$ cat config.mk
export PLATFORM = sky130hd
export DESIGN_NAME = dmem_dma
export DESIGN_NICKNAME = d
export VERILOG_FILES = /design/src/rtl/dmem_dma.sv
export SDC_FILE = /design/constraint.sdc
export NUM_CORES = 1
export LEC_CHECK = 0
export CAP_MARGIN = 10
export CORE_ASPECT_RATIO = 1.1
export CORE_MARGIN = 2
export CORE_UTILIZATION = 39
export DETAILED_ROUTE_END_ITERATION = 8
export PLACE_DENSITY = 0.69
export SYNTH_ARGS = -nofsm -noshare
export SYNTH_HDL_FRONTEND = slang
export SYNTH_SLANG_ARGS = --single-unit
$ cat constraint.sdc
create_clock -name clk -period 3.1 [get_ports clk]
set_input_delay 0.62 -clock clk [delete_from_list [all_inputs] [get_ports clk]]
set_output_delay 0.62 -clock clk [all_outputs]
set_load 0.1 [all_outputs]
$ cat src/rtl/dmem_dma.sv
// ============================================================================
// Module      : dmem_dma
// Description : Copy/fill DMA engine for the 32x8 data memory.
//               Optional macro DMEM_DMA_CSUM_EN adds a running byte checksum.
// Revision    : 1.0 - initial release
// ============================================================================
`default_nettype none

module dmem_dma #(
    parameter int ADDR_W = 5,
    parameter int DATA_W = 8,
    parameter int LEN_W  = 6
) (
    input  logic              clk,
    input  logic              rst_n,
    input  logic              start,
    input  logic              mode,
    input  logic [ADDR_W-1:0] src_addr,
    input  logic [ADDR_W-1:0] dst_addr,
    input  logic [LEN_W-1:0]  len,
    input  logic [DATA_W-1:0] fill_data,
    output logic              busy,
    output logic              done,
    output logic [LEN_W-1:0]  count,
    output logic [ADDR_W-1:0] mem_addr,
    output logic              mem_re,
    output logic              mem_we,
    output logic [DATA_W-1:0] mem_wdata,
    input  logic [DATA_W-1:0] mem_rdata
`ifdef DMEM_DMA_CSUM_EN
    ,
    output logic [DATA_W-1:0] csum
`endif
);

    localparam logic [LEN_W-1:0] c_max_len = LEN_W'(2 ** ADDR_W);

    typedef enum logic [1:0] {
        S_IDLE = 2'd0,
        S_RD   = 2'd1,
        S_WR   = 2'd2,
        S_DONE = 2'd3
    } state_t;

    state_t              r_state;
    state_t              w_state_nxt;
    logic                r_mode;
    logic [ADDR_W-1:0]   r_src_ptr;
    logic [ADDR_W-1:0]   r_dst_ptr;
    logic [LEN_W-1:0]    r_remaining;
    logic [DATA_W-1:0]   r_buf;
    logic [DATA_W-1:0]   r_fill;
    logic [LEN_W-1:0]    r_count;
    logic [LEN_W-1:0]    w_len_clamped;
    logic                w_accept;

    assign w_len_clamped = (len > c_max_len) ? c_max_len : len;
    assign w_accept      = (r_state == S_IDLE) && start;
    assign count         = r_count;

    always_ff @(posedge clk or negedge rst_n) begin
        if (!rst_n) begin
            r_state <= S_IDLE;
        end else begin
            r_state <= w_state_nxt;
        end
    end

    // Outputs depend only on registered state/pointers; start only steers next state.
    always_comb begin
        w_state_nxt = r_state;
        busy        = 1'b0;
        done        = 1'b0;
        mem_re      = 1'b0;
        mem_we      = 1'b0;
        mem_addr    = '0;
        mem_wdata   = '0;
        case (r_state)
            S_IDLE: begin
                if (start) begin
                    if (w_len_clamped == '0) begin
                        w_state_nxt = S_DONE;
                    end else begin
                        w_state_nxt = mode ? S_WR : S_RD;
                    end
                end
            end
            S_RD: begin
                busy        = 1'b1;
                mem_re      = 1'b1;
                mem_addr    = r_src_ptr;
                w_state_nxt = S_WR;
            end
            S_WR: begin
                busy      = 1'b1;
                mem_we    = 1'b1;
                mem_addr  = r_dst_ptr;
                mem_wdata = r_mode ? r_fill : r_buf;
                if (r_remaining == LEN_W'(1)) begin
                    w_state_nxt = S_DONE;
                end else begin
                    w_state_nxt = r_mode ? S_WR : S_RD;
                end
            end
            S_DONE: begin
                done        = 1'b1;
                w_state_nxt = S_IDLE;
            end
            default: begin
                w_state_nxt = S_IDLE;
            end
        endcase
    end

    always_ff @(posedge clk or negedge rst_n) begin
        if (!rst_n) begin
            r_mode      <= 1'b0;
            r_src_ptr   <= '0;
            r_dst_ptr   <= '0;
            r_remaining <= '0;
            r_buf       <= '0;
            r_fill      <= '0;
            r_count     <= '0;
        end else if (w_accept) begin
            r_mode      <= mode;
            r_src_ptr   <= src_addr;
            r_dst_ptr   <= dst_addr;
            r_remaining <= w_len_clamped;
            r_fill      <= fill_data;
            r_count     <= '0;
        end else if (r_state == S_RD) begin
            r_buf     <= mem_rdata;
            r_src_ptr <= r_src_ptr + ADDR_W'(1);
        end else if (r_state == S_WR) begin
            r_dst_ptr   <= r_dst_ptr + ADDR_W'(1);
            r_count     <= r_count + LEN_W'(1);
            r_remaining <= r_remaining - LEN_W'(1);
        end
    end

`ifdef DMEM_DMA_CSUM_EN
    logic [DATA_W-1:0] r_csum;

    always_ff @(posedge clk or negedge rst_n) begin
        if (!rst_n) begin
            r_csum <= '0;
        end else if (w_accept) begin
            r_csum <= '0;
        end else if (r_state == S_WR) begin
            r_csum <= r_csum + mem_wdata;
        end
    end

    assign csum = r_csum;
`endif

endmodule

`default_nettype wire
==> summary.txt <==
Outcome
  • Outcome: finished, final reports clean

Cells and area
  • Fraction of layout cells with a size suffix above 1: 19.3%
  • Fin util: 54.3%
  • Fill cells: 556
  • Final Cell Area: 3150 µm²
  • Fin nets: 346
  • P&R area growth vs syn: 33.1%
  • # diodes: 0

GRT
  • Initial antenna violation count: 0
  • Number of global-route vias before repair: 2047
  • Largest net degree at the start of global routing: 42
  • GRT Util Overall: 18.4%
  • First-pass GRT wire length: 9.78 mm
  • Total grt overflow: 0

Synth
  • Async SR Flop Fraction: 100%
  • Dominant cell type by area after synthesis: dfrtp_1
  • Syn avg cell area: 9.59 µm²
  • EDFF count, synth: 0
  • Syn_nets: 293
  • Top cells by count, synth: dfrtp_1 (41), nand2_1 (38), nor2b_1 (17), o21ai_0 (15), a21oi_1 (11)
  • Synth top area share: 43.3%
  • Register area share after synthesis: 43.3%
  • Post-synthesis cell count: 247
  • Ys flop type: dfrtp_1
  • FF+latch count, synth: 41
  • Unique cell type count in the Yosys netlist: 47
  • Area contributors post-synth: dfrtp_1 (43%), nand2_1 (6.0%), ha_1 (5.3%)
  • Yosys warns: 0
  • Post-Syn Area: 2370 µm²
  • Most instantiated library cell after synthesis: dfrtp_1

Route
  • Remaining DRCs: 0
  • Routed wire length: 5.77 mm
  • DR pass1 iterations: 4
  • Routed len/inst: 15.3 µm
  • DR vias: 2026
  • Final ANT Viol Nets: 0
  • Vias per Instance: 5.37
  • First-iteration detailed-routing DRC count: 176

Timing
  • RSZ-0062 raised after global routing: false
  • Tmin final: 2750 ps
  • Slew headroom: 39.0%
  • Fin worst setup slack: 347 ps
  • Fin. max-slew vios: 0
  • Setup violations, final: 0
  • Clock Skews: 5.53 ps
  • Tcrit/Tclk final: 88.8%
  • Worst-margin pin slew: 915 ps
  • Achievable frequency: 0.363 GHz
  • Final hold violation count: 0
  • Setup Total Neg Slack: 0 ps

Placement
  • Area post-placement: 3070 µm²
  • Final GP Congestion: 0.860
  • # port buffers: 58
  • DPL Wire Length: 4.11 mm
  • Placement Setup Slack: 642 ps

Critical path
  • CP Cell Sequence: inv_1, ha_1, buf_4, buf_12
  • Max stage delay on crit path: 630 ps
  • Crit Path Class: flip-flop to output pin
  • Worst EP arrival: 2130 ps
  • Crit path launch type: flip-flop
  • Worst Setup End Kind: output pin
  • Crit-path max FO: 28
  • Worst EP required: 2480 ps
  • Slowest CP cell: ha_1

Clocking
  • # H-tree levels: 2
  • CTS sink cnt: 41
  • Clk Latency, worst-skew pair: 290 ps
  • CTS buffer count: 5
  • CTS clock-pin slew for the worst setup and hold paths: 80 ps
  • CTS resizes: 0
  • Setup Fix Bufs, Post-CTS: 0
  • Root Buffer: clkbuf_8
  • Max Buffers Root-to-Sink: 2
  • CTS tree: built
  • Hold Buf Count CTS: 0

Floorplan
  • Core Box Area: 5810 µm²
  • Die W: 78.3 µm
  • # IOs: 59
  • Die area: 6720 µm²
  • Initial Util: 40.8%
  • Row cnt: 29
  • Die Span Y: 85.8 µm

Run
  • Max-cap viol count: 0

Min path
  • Worst Hold Class: primary input to asynchronous set/reset pin
[worst max-delay path, delay by kind of cell, from the launching register on]
family	cells	cell delay, ps
buffers and inverters	3	770
adders and majority gates	1	630
DFF	1	440
[cells in the final DEF, fill, tap and decap left out, types with 2 or more instances in the layout]
master	n
mux2i_1	10
nand3_1	4
o31a_1	2
inv_1	10
or4_1	4
nor2b_4	5
o21ai_0	15
a211oi_1	3
nor3_1	2
clkbuf_8	6
nor2b_1	4
nand4_1	4
mux2_2	8
o31ai_1	4
buf_12	6
clkdlybuf4s50_1	34
or3b_2	2
dfrtp_1	41
and3b_1	3
nor2_1	4
nand2_1	38
o22ai_1	5
a22oi_1	9
nor2b_2	8
nand2b_1	2
o2bb2ai_1	2
a21oi_1	11
buf_4	20
xor2_1	3
ha_1	9
[sequential cells by signal, summed over array words and instances, names as in the netlist]
name,flops
r_mode,1
r_src_ptr,5
r_fill,8
r_buf,8
r_dst_ptr,5
r_state,2
count,6
r_remaining,6
[worst paths after layout]
path	end	slack (ps)	start	depth (start not counted)
setup reg to reg	r_remaining[1]	730	r_state[1]	6
setup / recovery	mem_re	350	r_state[1]	4
hold reg to reg	r_fill[5]	480	r_fill[5]	2
max in group asynchronous	r_buf[7]	2070	rst_n	1
min in group clk	r_fill[5]	480	r_fill[5]	2
hold / removal	count[2]	460	rst_n	1
[cells by family after synthesis]
group | count (synthesis) | share of synthesized area, %
flops | 41 | 43.3
simple gates | 88 | 20.5
mux | 18 | 8.03
xor+xnor | 4 | 1.48
compound gates | 61 | 16.7
buf+inv | 25 | 4.75
fa+ha+maj | 10 | 5.28
[through the flow]
step                      instances  hold slack (ps)
after floorplan                 247              324
after global placement          370              458
after detailed placement        370              465
after CTS                       377              483
after global routing            377              506
final                           377              460
[routing by layer]
metal	vias to the layer above	wire (µm)	track usage, %
met5	-	0	0
met3	7	272	3.79
met1	977	2640	24.5
met2	56	2770	29.8
li1	986	-	-
met4	0	91	7.02
[layout make-up]
class / instances / area [µm²] / area share [%]
multi-input combinational: 181 / 1290 / 41.0
sequential: 41 / 1030 / 32.5
timing repair buffer: 61 / 616 / 19.5
tap: 77 / 96.3 / 3.06
clock buffer: 7 / 86.3 / 2.74
inverter: 10 / 37.5 / 1.19
Power is left out: the tool's default activity adds up to more than one toggle a clock period on the data nets, which glitch-free logic cannot reach.
